### config.mk
export PLATFORM = sky130hd
export DESIGN_NAME = casex_classifier
export DESIGN_NICKNAME = d
export VERILOG_FILES = /design/src/rtl/casex_pkg.sv /design/src/rtl/casex_classifier_chk.sv /design/src/rtl/casex_prio_enc.sv /design/src/rtl/casex_classifier.sv
export SDC_FILE = /design/constraint.sdc
export NUM_CORES = 1
export LEC_CHECK = 0
export ABC_AREA = 1
export BUFFER_PORTS_ARGS = -buffer_cell sky130_fd_sc_hd__buf_2
export CORE_ASPECT_RATIO = 1.25
export CORE_MARGIN = 2
export CORE_UTILIZATION = 35
export DETAILED_ROUTE_END_ITERATION = 10
export GPL_TIMING_DRIVEN = 0
export SLEW_MARGIN = 25
export SYNTH_ARGS = -nofsm -noshare
export SYNTH_HDL_FRONTEND = slang
export SYNTH_SLANG_ARGS = --single-unit
### constraint.sdc
create_clock -name clk -period 2.9 [get_ports clk]
set_clock_uncertainty 0.1 [all_clocks]
set_input_delay 0.58 -clock clk [delete_from_list [all_inputs] [get_ports clk]]
set_output_delay 0.58 -clock clk [all_outputs]
set_load 0.01 [all_outputs]
### src/rtl/casex_pkg.sv
// Shared types, legacy decode table and the wildcard match helper for the
// programmable casex classifier.
package casex_pkg;

  localparam int MATCH_W  = 64;
  localparam int LEGACY_W = 3;

  typedef struct packed {
    logic                en;
    logic [LEGACY_W-1:0] value;
    logic [LEGACY_W-1:0] mask;
    logic                out;
  } entry_t;

  // Legacy fixed decode: 000->1, 001->1, 01?->0, 1??->0
  localparam entry_t LEGACY_E0 = '{en: 1'b1, value: 3'b000, mask: 3'b111, out: 1'b1};
  localparam entry_t LEGACY_E1 = '{en: 1'b1, value: 3'b001, mask: 3'b111, out: 1'b1};
  localparam entry_t LEGACY_E2 = '{en: 1'b1, value: 3'b010, mask: 3'b110, out: 1'b0};
  localparam entry_t LEGACY_E3 = '{en: 1'b1, value: 3'b100, mask: 3'b100, out: 1'b0};

  function automatic logic pat_match(
    input logic [MATCH_W-1:0] value,
    input logic [MATCH_W-1:0] mask,
    input logic [MATCH_W-1:0] in
  );
    return (((in ^ value) & mask) == {MATCH_W{1'b0}});
  endfunction

endpackage

### src/rtl/casex_classifier_chk.sv
// Run-time sanity properties on the classifier outputs.
module casex_classifier_chk #(
  parameter int   IDX_W       = 2,
  parameter int   CNT_W       = 8,
  parameter logic DEFAULT_OUT = 1'b0
) (
  input logic             clk,
  input logic             rstn,
  input logic             in_valid,
  input logic             clr_cnt,
  input logic             out_valid,
  input logic             out_hit,
  input logic [IDX_W-1:0] out_idx,
  input logic             dataOut,
  input logic [CNT_W-1:0] miss_count
);

  a_miss_outputs: assert property (@(posedge clk) disable iff (!rstn)
    (out_valid && !out_hit) |-> (out_idx == {IDX_W{1'b0}} && dataOut == DEFAULT_OUT));

  a_latency: assert property (@(posedge clk) disable iff (!rstn)
    out_valid |-> $past(in_valid, 2));

  a_saturate: assert property (@(posedge clk) disable iff (!rstn)
    (miss_count == {CNT_W{1'b1}} && !clr_cnt) |=> (miss_count == {CNT_W{1'b1}}));

endmodule

### src/rtl/casex_prio_enc.sv
// Lowest-index-wins priority encoder; idx is 0 when no bit is set.
module casex_prio_enc #(
  parameter  int N     = 4,
  localparam int IDX_W = $clog2(N)
) (
  input  logic [N-1:0]     vec,
  output logic             any,
  output logic [IDX_W-1:0] idx
);

  // Scan from the top so the lowest set bit is written last and wins
  always_comb begin
    any = 1'b0;
    idx = {IDX_W{1'b0}};
    for (int i = N - 1; i >= 0; i--) begin
      if (vec[i]) begin
        any = 1'b1;
        idx = IDX_W'(i);
      end else begin
        any = any;
        idx = idx;
      end
    end
  end

endmodule

### src/rtl/casex_classifier.sv
// Programmable wildcard (casex-style) classifier: NUM_PAT value/mask entries,
// two-stage pipeline, lowest-index priority and a saturating miss counter.
module casex_classifier
  import casex_pkg::*;
#(
  parameter  int   WIDTH       = 3,
  parameter  int   NUM_PAT     = 4,
  parameter  int   CNT_W       = 8,
  parameter  logic DEFAULT_OUT = 1'b0,
  localparam int   IDX_W       = $clog2(NUM_PAT)
) (
  input  logic             clk,
  input  logic             rstn,
  input  logic             cfg_we,
  input  logic [IDX_W-1:0] cfg_idx,
  input  logic [WIDTH-1:0] cfg_value,
  input  logic [WIDTH-1:0] cfg_mask,
  input  logic             cfg_out,
  input  logic             cfg_en,
  input  logic             in_valid,
  input  logic [WIDTH-1:0] in_state,
  input  logic             clr_cnt,
  output logic             out_valid,
  output logic             dataOut,
  output logic             out_hit,
  output logic [IDX_W-1:0] out_idx,
  output logic [CNT_W-1:0] miss_count
);

  typedef struct packed {
    logic             en;
    logic [WIDTH-1:0] value;
    logic [WIDTH-1:0] mask;
    logic             out;
  } tbl_entry_t;

  localparam logic [CNT_W-1:0] CNT_MAX = {CNT_W{1'b1}};
  localparam logic [CNT_W-1:0] CNT_ONE = {{(CNT_W-1){1'b0}}, 1'b1};

  tbl_entry_t         tbl_r [NUM_PAT];
  logic               cfg_wr_s;
  logic [NUM_PAT-1:0] match_s;
  logic [NUM_PAT-1:0] outs_s;

  logic               s1_valid_r;
  logic [NUM_PAT-1:0] s1_match_r;
  logic [NUM_PAT-1:0] s1_outs_r;

  logic               any_s;
  logic [IDX_W-1:0]   idx_s;
  logic               miss_s;

  logic               out_valid_r;
  logic               data_r;
  logic               hit_r;
  logic [IDX_W-1:0]   idx_r;
  logic [CNT_W-1:0]   miss_count_r;

  assign cfg_wr_s = cfg_we && (int'(cfg_idx) < NUM_PAT);

  // Pattern table; a write lands on the edge and is seen by later samples only
  always_ff @(posedge clk or negedge rstn) begin
    if (!rstn) begin
      for (int i = 0; i < NUM_PAT; i++) begin
        tbl_r[i] <= '0;
      end
    end else if (cfg_wr_s) begin
      tbl_r[cfg_idx] <= '{en: cfg_en, value: cfg_value, mask: cfg_mask, out: cfg_out};
    end
  end

  // Per-entry match against the current (pre-write) table
  always_comb begin
    match_s = {NUM_PAT{1'b0}};
    outs_s  = {NUM_PAT{1'b0}};
    for (int i = 0; i < NUM_PAT; i++) begin
      match_s[i] = tbl_r[i].en & pat_match(MATCH_W'(tbl_r[i].value),
                                           MATCH_W'(tbl_r[i].mask),
                                           MATCH_W'(in_state));
      outs_s[i]  = tbl_r[i].out;
    end
  end

  // Stage 1: match vector plus a snapshot of every entry's class bit
  always_ff @(posedge clk or negedge rstn) begin
    if (!rstn) begin
      s1_valid_r <= 1'b0;
      s1_match_r <= {NUM_PAT{1'b0}};
      s1_outs_r  <= {NUM_PAT{1'b0}};
    end else begin
      s1_valid_r <= in_valid;
      if (in_valid) begin
        s1_match_r <= match_s;
        s1_outs_r  <= outs_s;
      end
    end
  end

  casex_prio_enc #(.N(NUM_PAT)) u_prio (
    .vec (s1_match_r),
    .any (any_s),
    .idx (idx_s)
  );

  assign miss_s = s1_valid_r & ~any_s;

  // Stage 2: registered result, held between valid pulses
  always_ff @(posedge clk or negedge rstn) begin
    if (!rstn) begin
      out_valid_r <= 1'b0;
      data_r      <= DEFAULT_OUT;
      hit_r       <= 1'b0;
      idx_r       <= {IDX_W{1'b0}};
    end else begin
      out_valid_r <= s1_valid_r;
      if (s1_valid_r) begin
        hit_r  <= any_s;
        idx_r  <= idx_s;
        data_r <= any_s ? s1_outs_r[idx_s] : DEFAULT_OUT;
      end
    end
  end

  // Saturating miss counter; a coincident miss survives a clear
  always_ff @(posedge clk or negedge rstn) begin
    if (!rstn) begin
      miss_count_r <= {CNT_W{1'b0}};
    end else if (clr_cnt) begin
      miss_count_r <= miss_s ? CNT_ONE : {CNT_W{1'b0}};
    end else if (miss_s && (miss_count_r != CNT_MAX)) begin
      miss_count_r <= miss_count_r + CNT_ONE;
    end
  end

  assign out_valid  = out_valid_r;
  assign dataOut    = data_r;
  assign out_hit    = hit_r;
  assign out_idx    = idx_r;
  assign miss_count = miss_count_r;

  casex_classifier_chk #(
    .IDX_W       (IDX_W),
    .CNT_W       (CNT_W),
    .DEFAULT_OUT (DEFAULT_OUT)
  ) u_chk (
    .clk        (clk),
    .rstn       (rstn),
    .in_valid   (in_valid),
    .clr_cnt    (clr_cnt),
    .out_valid  (out_valid),
    .out_hit    (out_hit),
    .out_idx    (out_idx),
    .dataOut    (dataOut),
    .miss_count (miss_count)
  );

endmodule

After elaboration in Yosys (flattened, before gate mapping)
Index checks and enable logic that the tools add are counted. W data, S select, Z words.

Latch bits: 0. Output and inout bits: 13. Logic and storage cells: 68. Memory bits (read-only): 0. RAM bits: 0. Bits in registers: 54. Memories kept: 0.

Multipliers: 0. Shift operators: 0. Reduce and logical (&&, ||, !) cells: 7. $lt $le $gt $ge: 3. Bitwise operators: 15. Add/sub/neg operators: 1. Divide/modulo/power cells: 0. Eq/ne operators: 1. Mux-type cells: 17.

Operator list (count): $logic_not A64 Y1 (4); $bwmux W32 (1); $mux W8 (3); $demux W8 S2 (1); $and A3 B3 Y3 (4); $xor A3 B3 Y3 (4); $add A8 B1 Y8 const B (1); $mux W2 (4); $ne A8 B8 Y1 const B (1); $mux W1 (7); $and A1 B1 Y1 (5); $ge A3 B3 Y1 const B (1); $lt A2 B3 Y1 const B (1); $lt A3 B1 Y1 const B (1); $not A2 Y3 (1); $bmux W1 S2 (1); $logic_and A1 B1 Y1 (2); $reduce_bool A2 Y1 (1); $not A1 Y1 (1).

Logic depth before layout (Yosys ltp)
Depth after elaboration: 9. Gate-level depth with buffers: 9.

Cells and area by module
A second synthesis with hierarchy kept.

Cells, all modules: 313. Area, all modules: 2502.4 µm².

By module, submodules not included: casex_classifier (area each 2466.1 µm², sequential area each 1351.3 µm², cells each 305, instances 1); casex_prio_enc (area each 36.3 µm², sequential area each 0.0 µm², cells each 8, instances 1).

Least setup slack after synthesis
No wires, ideal clock.

Path type: reg2reg. From: register miss_count_r[0] (netlist: miss_count[0]). To: register miss_count_r[0] (netlist: miss_count[0]). Slack: 1.398 ns. Cell stages (with the launch flop): 10. Data arrival time: 1.281 ns. Path through: dfrtp_1 ha_1 nand2_1 inv_2 nand2_2 nor2_4 nor2_4 nor2_8 nand2_1 nand2_1.

Longest elaborated chain between the ends: 3. Elaborated cells on any way between the ends: 6.

Ends and longest elaborated chain: start, declared (line casex_classifier.sv:57) `logic [CNT_W-1:0] miss_count_r;`; start signal, assigned (line casex_classifier.sv:127) `miss_count_r <= {CNT_W{1'b0}};`; start signal, assigned (line casex_classifier.sv:129) `miss_count_r <= miss_s ? CNT_ONE : {CNT_W{1'b0}};`; start signal, assigned (line casex_classifier.sv:131) `miss_count_r <= miss_count_r + CNT_ONE;`; $add A8 B1 Y8 / $ne A8 B8 Y1 (equally long branches) (line casex_classifier.sv:131, casex_classifier.sv:130); $mux W8 / $logic_and A1 B1 Y1 (equally long branches) (line casex_classifier.sv:130) `end else if (miss_s && (miss_count_r != CNT_MAX)) begin`; $mux W8 / $reduce_bool A2 Y1 (equally long branches).

Parallel ways exist; a longest one is shown, timed or not. The select of a mux whose other input is x is not followed. A chain may end at the register's enable or synchronous reset.

Worst setup path in the final report
From: register miss_count_r[3] (netlist: miss_count[3]). To: output port miss_count[3].

RTL lines: end, declared (line casex_classifier.sv:27) `output logic [CNT_W-1:0] miss_count`.

No word-level cell between the ends.

==> summary.md <==
| Metric | Value |
|---|---|
| Delay-heaviest family, CP | flip-flops |
| CTS Buffer Depth | 2 |
| Critical Path Source Type | register |
| Worst stage delay on the critical path | between 0.4 and 0.5 ns |
| Crit Path Max Fanout | 5 |
| Share of layout cells above drive strength 1 | 16.0% |
| Synth top area share | ~56% |
| Switching Share | a little under a third |
| Buf/Inv on CP | 1 |
| Max-slew violations | 0 |
| Initial Util | ~37% |
| Vias | about 1900 |
| Final ANT Viol Nets | 0 |
| Clock Tree Root | clkbuf_8 |
| Crit path required time | ~2.2 ns |
| Routed length per instance | 12.3 µm |
| Critical path's slowest cell | dfrtp_1 |
| Cells after Synth | ~280 |
| DP Wirelength | around 3500 µm |
| Count of final setup violators | 0 |
| RSZ-0062 raised after global routing | false |
| Max VDD drop | 0.341 mV |
| Final WL | 4930 µm |
| Grt met1 use | around a fifth |
| Die area | between 7000 and 8000 µm² |
| Skew-Pair Late Insertion Delay | roughly 0.30 ns |
| Cell Int Power | about 1200 µW |
| Core Util, Final | between 40% and 50% |
| FMAX | between 0.6 and 0.7 GHz |
| Worst Setup End Kind | output pin |
| DR iter-0 viols | 76 |
| First drt pass iteration count | 4 |
| Pwr Density | 627 nW/µm² |
| Actual slew at the worst max-slew pin | between 0.6 and 0.7 ns |
| Cts hold-fix bufs | 0 |
| Largest cells by area after synthesis | dfrtp_1 56%, nand2_1 14%, o21ai_0 5.2%, inv_1 3.3%, nand3_1 3.1% |
| Synth-to-layout area growth | 14.1% |
| Hold Path Class | in2async |
| Syn nets | 297 |
| Status | completed |
| Antenna cells | 0 |
| Placer Congestion | ~0.83 |
| FF+latch count, synth | 54 |
| Final worst-path setup slack | 1.29 ns |
| Cell Area, Placed | 2660 µm² |
| Clk slew on worst S/H paths | roughly 0.10 ns |
| GRT met3 Usage | 2.33% |
| P_leak | about 0.0014 µW |
| Sequential share of power | a little under three fifths |
| Max-cap violations | 0 |
| # rows | 33 |
| Comb pwr share | a little under a fifth |
| Place WS | between 1 and 1.5 ns |
| Final nets | 331 |
| Post-route cell area | 2760 µm² |
| Setup tns final | 0 ns |
| Syn Std Cell Area | 2410 µm² |
| Fin crit share | a little under three fifths |
| Minimum clock period | 1.61 ns |
| Vias in the first global route | between 1500 and 2000 |
| Overflow after GRT | 0 |
| PostCTS Resize Cnt | 0 |
| Setup bufs post-CTS | 0 |
| Core Area | 6610 µm² |
| Largest net degree at the start of global routing | 55 |
| GRT Util Overall | 13.9% |
| Vias per cell | between 4 and 5 |
| Grt peak-use layer | met2 |
| Boundary Pins | 31 |
| Power share of the clock group | about a quarter |
| DRC Markers | 0 |
| Psw | roughly 530 µW |
| Crit path cell chain | buf_2 |
| Die height | ~97 µm |
| IO buf count | 27 |
| Grt met2 use | about 23% |
| Cell taking the most area after synthesis | dfrtp_1 |
| Count of cell types in the netlist | 26 |
| Initial antenna violation count | 0 |
| CTS tree | done |
| First-pass GRT wire length | between 8000 and 9000 µm |
| Rel. slew slack | between 50% and 60% |
| Syn avg cell area | just under 9 µm² |
| WS Path Type | reg2out |
| H-tree depth | 2 |
| Clock sinks | 54 |
| Die Wd | 78.3 µm |
| Seq/Total Area, Yosys | between 50% and 60% |
| Synthesis warning total | 0 |
| Total CTS buffers | 5 |
| Number of hold violations in the final report | 0 |
| Worst EP arrival | slightly above 0.9 ns |
-- synth_stat cells (all sizes together) --
library cell   n
o22ai          6
inv           22
buf            2
nand2         92
xor2           5
o21ai         35
nor3           1
nand4          3
or2            1
mux2           4
o21a           1
clkbuf         6
a21oi          3
nand3         16
dfrtp         54
nor2          22
ha             1
o21bai         3
nand3b         1
-- logic make-up after synthesis --
group | count (synthesis) | synth area share [%]
buffers and inverters | 30 | 4.77
adders and majority gates | 1 | 0.518
xor gates and xnor gates | 5 | 1.81
DFF | 54 | 56.0
muxes | 4 | 1.87
AOI/OAI and AO/OA | 48 | 10.7
and+or+nand+nor | 136 | 24.4
-- cell usage in the layout (no fill, tap or decap) --
cell type,n
nor2_2,2
nand3b_1,1
buf_2,28
nand3_1,15
xor2_1,5
inv_1,21
ha_1,1
a21oi_1,3
o22ai_1,6
inv_2,1
o21a_1,1
mux2_2,4
or2_2,1
nor3_1,1
clkinv_2,1
clkinvlp_4,1
nand2_1,91
nor2_4,2
buf_4,1
clkbuf_1,6
nand3_2,1
o21bai_1,3
o21ai_0,25
nor2_8,1
clkbuf_8,6
dfrtp_1,54
nor2_1,17
nand2_2,1
o21ai_1,10
nand4_1,3
-- registers in the layout (all words and copies together) (netlist names) --
signal	flops
outs_s	4
out_idx	2
tbl_r	28
out_hit	1
out_valid	1
miss_count	8
s1_match_r	4
s1_outs_r	4
s1_valid_r	1
dataOut	1
-- path summary, 6_finish.rpt --
kind | cells past startpoint | slack [ns] | from | end
setup / recovery | 1 | 1.29 | miss_count[3] | miss_count[3]
hold / removal | 1 | 0.20 | rstn | tbl_r[19]
setup reg to reg | 9 | 1.30 | miss_count[0] | miss_count[6]
hold reg to reg | 0 | 0.37 | s1_valid_r | out_valid
max in group asynchronous | 1 | 2.04 | rstn | tbl_r[17]
min in group clk | 1 | 0.33 | in_valid | s1_valid_r
-- power by group through the flow --
stage / Clock, µW / Sequential, µW / Combinational [µW]
6_report: 445 / 951 / 332
2_1_floorplan: 0 / 965 / 219
3_5_place_dp: 0 / 966 / 340
5_1_grt: 490 / 972 / 386
4_1_cts: 453 / 952 / 341
3_3_place_gp: 0 / 963 / 333
-- per-stage QoR --
| step | power, µW | std cells | hold slack [ns] |
|---|---|---|---|
| 3_5_place_dp | 1310 | 392 | 0.357 |
| 4_1_cts | 1750 | 400 | 0.237 |
| 6_report | 1730 | 400 | 0.203 |
| 3_3_place_gp | 1300 | 392 | 0.361 |
| 5_1_grt | 1850 | 400 | 0.259 |
| 2_1_floorplan | 1180 | 278 | 0.184 |
-- layout make-up --
type,instances,area [µm²]
fill,703,3850
sequential,54,1350
multi-input combinational,194,948
timing repair buffer,27,138
tap,87,109
clock buffer,6,82.6
inverter,22,82.6
buffer,8,32.5
clock inverter,2,12.5
-- metal layers --
layer,routed length [µm],vias up
met5,0,-
met4,76,0
met3,163,6
met2,2350,43
met1,2340,859
li1,-,960
Power figures use the tool's default switching activity.
